## src/rtl/prog_loader.sv

```systemverilog
// Boot-time program loader: packs a byte stream into 32-bit words and writes them to instruction memory.
// Optional build macro PROG_LOADER_CHECKSUM_EN adds a trailing mod-256 checksum byte and an error state.
module prog_loader #(
   parameter int MAX_WORDS = 256,
   parameter int CNT_W     = 9
) (
   input  logic             clock,
   input  logic             reset,
   input  logic             start,
   input  logic [CNT_W-1:0] word_count,
   input  logic             halt,
   input  logic             in_valid,
   input  logic [7:0]       in_data,
   output logic             in_ready,
   output logic [31:0]      addr,
   output logic             wr,
   output logic [31:0]      wdata,
   output logic             working,
   output logic             busy,
   output logic             err
);

   typedef enum logic [2:0] {
      IDLE    = 3'd0,
      COLLECT = 3'd1,
      WRITE   = 3'd2,
      RUN     = 3'd3,
      CSUM    = 3'd4,
      ERROR   = 3'd5
   } state_t;

   localparam logic [CNT_W-1:0] MAX_CNT = CNT_W'(MAX_WORDS);
   localparam logic [CNT_W-1:0] ONE     = CNT_W'(1);

`ifdef PROG_LOADER_CHECKSUM_EN
   localparam state_t DONE = CSUM;
`else
   localparam state_t DONE = RUN;
`endif

   state_t state, next;

   logic [CNT_W-1:0] count;
   logic [CNT_W-1:0] idx;
   logic [CNT_W-1:0] idx_next;
   logic [CNT_W-1:0] clamp;
   logic [1:0]       bcnt;
   logic [31:0]      shift;
   logic [31:0]      addr_q;
   logic [31:0]      wdata_q;
   logic [31:0]      word_full;
   logic             last_byte;

`ifdef PROG_LOADER_CHECKSUM_EN
   logic [7:0] sum;
`endif

   assign clamp     = (word_count > MAX_CNT) ? MAX_CNT : word_count;
   assign idx_next  = idx + ONE;
   assign word_full = {shift[23:0], in_data};
   assign last_byte = (bcnt == 2'd3);

   assign addr  = addr_q;
   assign wdata = wdata_q;

   // State register; reset aborts any load in progress.
   always_ff @(posedge clock or posedge reset) begin
      if (reset) begin
         state <= IDLE;
      end else begin
         state <= next;
      end
   end

   // Next-state selection and per-state output strobes.
   always_comb begin
      next     = state;
      in_ready = 1'b0;
      wr       = 1'b0;
      working  = 1'b0;
      busy     = 1'b0;
      err      = 1'b0;
      unique case (state)
         IDLE: begin
            if (start) begin
               next = (clamp == '0) ? DONE : COLLECT;
            end
         end
         COLLECT: begin
            in_ready = 1'b1;
            busy     = 1'b1;
            if (in_valid && last_byte) begin
               next = WRITE;
            end
         end
         WRITE: begin
            wr   = 1'b1;
            busy = 1'b1;
            next = (idx_next == count) ? DONE : COLLECT;
         end
         RUN: begin
            working = 1'b1;
            if (halt) begin
               next = IDLE;
            end
         end
`ifdef PROG_LOADER_CHECKSUM_EN
         CSUM: begin
            in_ready = 1'b1;
            busy     = 1'b1;
            if (in_valid) begin
               next = (in_data == sum) ? RUN : ERROR;
            end
         end
         ERROR: begin
            err = 1'b1;
            if (halt) begin
               next = IDLE;
            end
         end
`endif
         default: begin
            next = IDLE;
         end
      endcase
   end

   // Byte packing, word index and the held write address/data.
   always_ff @(posedge clock or posedge reset) begin
      if (reset) begin
         count   <= '0;
         idx     <= '0;
         bcnt    <= '0;
         shift   <= '0;
         addr_q  <= '0;
         wdata_q <= '0;
      end else begin
         unique case (state)
            IDLE: begin
               if (start) begin
                  count <= clamp;
                  idx   <= '0;
                  bcnt  <= '0;
               end
            end
            COLLECT: begin
               if (in_valid) begin
                  shift <= word_full;
                  bcnt  <= bcnt + 2'd1;
                  if (last_byte) begin
                     addr_q  <= {{(32-CNT_W){1'b0}}, idx};
                     wdata_q <= word_full;
                  end
               end
            end
            WRITE: begin
               idx  <= idx_next;
               bcnt <= '0;
            end
            default: begin
            end
         endcase
      end
   end

`ifdef PROG_LOADER_CHECKSUM_EN
   // Running mod-256 sum of program bytes, restarted on each load.
   always_ff @(posedge clock or posedge reset) begin
      if (reset) begin
         sum <= '0;
      end else if (state == IDLE && start) begin
         sum <= '0;
      end else if (state == COLLECT && in_valid) begin
         sum <= sum + in_data;
      end
   end
`endif

endmodule

```

## config.mk

```make
export PLATFORM = sky130hd
export DESIGN_NAME = prog_loader
export DESIGN_NICKNAME = d
export VERILOG_FILES = /design/src/rtl/prog_loader.sv
export SDC_FILE = /design/constraint.sdc
export NUM_CORES = 1
export LEC_CHECK = 0
export CAP_MARGIN = 15
export CORE_ASPECT_RATIO = 1.5
export CORE_MARGIN = 4
export CORE_UTILIZATION = 45
export CTS_CLUSTER_DIAMETER = 50
export DETAILED_ROUTE_END_ITERATION = 6
export GPL_ROUTABILITY_DRIVEN = 0
export PLACE_DENSITY = 0.76
export SYNTH_ARGS = -nofsm -noshare
export SYNTH_HDL_FRONTEND = slang
export SYNTH_SLANG_ARGS = --single-unit
export TNS_END_PERCENT = 10
```

## constraint.sdc

```tcl
create_clock -name clock -period 3 [get_ports clock]
set_clock_uncertainty 0.2 [all_clocks]
set_input_delay 0.6 -clock clock [delete_from_list [all_inputs] [get_ports clock]]
set_output_delay 0.6 -clock clock [all_outputs]
set_load 0.02 [all_outputs]
```

After elaboration in Yosys (flattened, before gate mapping)
Cells that the tools add are included.
Operators by class
  muxes and demuxes: 16
  $lt $le $gt $ge: 1
  reduce and logical (&&, ||, !) cells: 12
  add/sub/neg operators: 2
  eq/ne operators: 9
Operator list (count)
  2-to-1 mux 9 bit: 2
  case mux 9 bit (2 select lines): 1
  case mux 3 bit (4 select lines): 1
  adder 9 x 1 -> 9 bit, second input constant: 1
  == test 9 bit: 1
  greater-than comparator 9 bit, second input constant: 1
  zero test 9 bit: 1
  2-to-1 mux 3 bit: 3
  AND reduction 3 bit: 3
  2-to-1 mux 2 bit: 4
  inequality test 2 bit, second input constant: 4
  == test 3 x 2 -> 1 bit, second input constant: 2
  case mux 2 bit (3 select lines): 1
  AND reduction 2 bit: 3
  2-to-1 mux 1 bit: 4
  == test 3 x 1 -> 1 bit, second input constant: 1
  zero test 3 bit: 1
  nonzero test 3 bit: 1
  adder 2 x 1 -> 2 bit, second input constant: 1
  == test 2 bit, second input constant: 1
  nonzero test 2 bit: 1
  OR reduction 2 bit: 1
  logical AND 1 bit: 1
Word-level totals
  register bits: 88
  word-level logic and storage cells: 47
  input bits: 22

Longest topological paths before layout
  depth after elaboration: 6
  depth in mapped cells: 8
  gate-level depth less buffers: 7

Least setup slack after synthesis
OpenSTA, ideal clock, no wires.
  path kind: reg-to-reg
  start: register idx[0]
  end: register state[1]
  setup slack: 1056 ps
  arrival: 1649 ps
  stages on the path, launching flop included: 8
  library setup time: 95 ps
  buffers on the path: 1
  cells stage by stage: dfrtp_1 -> ha_1 -> clkbuf_2 -> and3_2 -> nor4_1 -> a31oi_1 -> o32a_1 -> o31ai_1
On the way
  cells in the longest elaborated chain, start to end: 4
RTL lines
  start: declaration: RTL line 44  | logic [CNT_W-1:0] idx;
  start signal: assignment: RTL line 157  | idx <= idx_next;
  adder 9 x 1 -> 9 bit: RTL line 59  | assign idx_next = idx + ONE;
  == test 9 bit: RTL line 99  | next = (idx_next == count) ? DONE : COLLECT;
  2-to-1 mux 2 bit: RTL line 99
  case mux 3 bit (4 select lines): RTL line 83  | unique case (state)
  end signal: assignment: RTL line 71  | state <= next;
  end: declaration: RTL line 41  | state_t state, next;
Every way passes these cells.
A chain may end at the register's enable or synchronous reset.

Worst setup path in the final report
  start: register state[1]
  end: output in_ready
On the way
  cells in the longest elaborated chain, start to end: 2
RTL lines
  == test 3 x 1 -> 1 bit: RTL line 83
  2-to-1 mux 1 bit: RTL line 83
  end: declaration: RTL line 14  | output logic in_ready,
Every way passes these cells.

==> flow_summary_export.csv <==
group,metric,value,unit
status,status,"finished, final reports clean",
floorplanning,die_y,123.1,um
yosys,synthAdderAreaFrac,0.01889,
clocking,cts-root-buf,"clkbuf_16",
timing,slew_headroom,0.5126,
clocking,numCtsBuffers,9,
worst_setup_path,path_class,"reg -> out",
timing,finalSetupViolations,0,
clocking,holdBufCountCts,0,
floorplanning,rows,41,
worst_setup_path,cp.arrival,1.80,ns
yosys,ys_ff_latch,87,
yosys,ys_warn_count,0,
yosys,synthCells,318,
timing,timing.hold.ws,0.2965,ns
flow_run,max_cap_violations,0,
yosys,synthArstFlopShare,1.000,
worst_setup_path,end_kind,"output pin",
global_route,gr-total-overflow,0,
finish,diodes,0,
detailed_routing,drcViolationCount,0,
global_route,grt_max_degree,57,
yosys,synth_xor_xnor_area_share,0.02864,
timing,max_freq,384.0,MHz
worst_setup_path,critical_path_required,2.20,ns
placed_design,dp_hpwl,5626,um
yosys,syn_area_per_cell,12.50,um^2
detailed_routing,via_per_inst,5.139,
finish,multiInputGateArea,1608,um^2
finish,fillCellCount,712,
floorplanning,die_area,10430,um^2
yosys,syn_area,3975,um^2
clocking,clkLatencyLatePin,0.33,ns
placed_design,portBuffers,66,
finish,utilization,0.5917,
floorplanning,start_util,0.4668,
floorplanning,die_w,84.74,um
power,power,4.291,mW
timing,hold_viol,0,
finish,area_growth,26.75,%
finish,register_area,2177,um^2
detailed_routing,routedWlPerCell,15.26,um
global_route,antenna_found_initial,0,
detailed_routing,ant_nets,0,
yosys,yosysSeqAreaShare,0.5477,
hold_path,hp-class,"reg -> reg",
timing,rsz0062_at_grt,"no",
clocking,clk_pin_slew,0.06,ns
finish,nets,413,
power,power_density,851.6,nW/um^2
detailed_routing,wl,7582,um
floorplanning,core_area,8516,um^2
clocking,cts.sinks,87,
detailed_routing,drtIter0Drc,60,
yosys,ys.flop_type,"dfrtp_1",
timing,final.setup.tns,0,ns
global_route,grt_pass1_wl,12360,um
clocking,ctsResizeCount,0,
power,ir_drop,440.1,uV
yosys,synth-simple-area-share,0.07617,
clocking,clock_path_buffers,2,
timing,tightest_slew,0.7262,ns
finish,final_cells,497,
global_route,grt_usage,0.1507,
detailed_routing,firstDrtPassIters,4,
yosys,synth_top_family_by_area,"multiplexers",
yosys,synth_edf_count,0,
yosys,synth_compound_area_frac,0.06736,
timing,fin_crit_sh,0.8680,
timing,finalCriticalPeriod,2.604,ns
yosys,synth_mux_area_frac,0.1895,
worst_setup_path,cp_max_fo,7,
clocking,postCtsSetupBuffers,0,
global_route,grt_pass1_vias,2592,
yosys,synth.distinct_cells,39,
timing,drv_slew,0,
finish,drive_gt1_frac,0.2333,
floorplanning,io_pins,91,
worst_setup_path,cp-start-kind,"register",
placed_design,dp_cells,481,
clocking,cts_tree,"built",
detailed_routing,num_vias,2554,
clocking,htree_levels,3,
power,power_leakage,2.343,nW
==> worst paths after layout <==
| check | start | end | slack, ns | depth (start not counted) |
|---|---|---|---|---|
| worst max-delay path | state[1] | in_ready | 0.40 | 3 |
| worst min-delay path | bcnt[0] | bcnt[0] | 0.30 | 1 |
| worst max register to register | state[1] | state[1] | 0.91 | 7 |
| worst min register to register | bcnt[0] | bcnt[0] | 0.30 | 1 |
| max in group asynchronous | reset | wdata[0] | 1.60 | 3 |
| min in group asynchronous | reset | bcnt[0] | 0.41 | 2 |
==> sequential cells by signal, summed over array words and instances (netlist names) <==
register and count:
addr 9, shift 24, count 9, state 2, wdata 32, bcnt 2
idx 9
==> worst max-delay path, cell delays in order (launching register included) <==
cell and delay, ns:
dfrtp_1 0.42, inv_1 0.10, ha_1 0.29, clkdlybuf4s50_1 0.66
==> through the flow <==
stage | cell area, um^2 | worst slack (ns)
global placement | 4668 | 0.6963
CTS | 5039 | 0.3340
floorplan | 4065 | 1.056
global route | 5039 | 0.3086
detailed placement | 4668 | 0.6357
finish | 5039 | 0.3960
==> Yosys cell counts (3+ instances only) <==
master    count  area, um^2
a21oi_1       3       15.01
a22o_1        7       61.31
buf_1         4       15.01
buf_4        24       180.2
buf_6         3       33.78
clkbuf_1      4       15.01
dfrtp_1      87        2177
ha_1          6       75.07
inv_1         6       22.52
mux2_2       66       743.2
nand2_1      23       86.33
nand2b_1      9       56.30
nand3_1       4       20.02
nor2_1        4       15.01
nor2b_1       3       18.77
nor3_1        4       20.02
nor4_1        4       25.02
o21ai_0      19       95.09
o31ai_1       3       22.52
xnor2_1       7       61.31
xor2_1        6       52.55
==> per-layer routing <==
| metal | wire (um) | track usage | vias up |
|---|---|---|---|
| met5 | 0 | 0 | - |
| met4 | 189 | 0.06535 | 0 |
| met3 | 423 | 0.04000 | 16 |
| met2 | 3933 | 0.2657 | 91 |
| met1 | 3037 | 0.1713 | 1255 |
| li1 | - | - | 1192 |
==> final cells by class <==
cell class | count | area share
Multi-Input combinational cell | 210 | 0.3191
Tap cell | 107 | 0.02657
Clock inverter | 7 | 0.02881
Clock buffer | 9 | 0.04470
Sequential cell | 87 | 0.4321
Inverter | 6 | 0.005215
Timing Repair Buffer | 71 | 0.1435
==> placed cells by master (no fill, tap or decap), types with 4 or more instances in the layout <==
master,count
dfrtp_1,87
mux2_2,66
clkdlybuf4s50_1,66
conb_1,24
nand2_1,23
o21ai_0,19
nand2b_1,9
clkbuf_16,9
xnor2_1,7
a22o_1,7
xor2_1,6
ha_1,6
inv_1,5
nor4_1,4
nor3_1,4
nor2_1,4
bufinv_16,4
==> report_power, final <==
group / switching (mW) / internal (mW)
clock: 0.448 / 0.900
combinational: 0.592 / 0.605
sequential: 0.242 / 1.50
total: 1.28 / 3.01
==> logic make-up after synthesis <==
logic type      count (synthesis)
compound gates                 42
buf+inv                        44
flops                          87
fa+ha+maj                       6
other cells                     1
xor+xnor                       13
simple gates                   58
mux                            67
(Power assumes the default switching activity.)
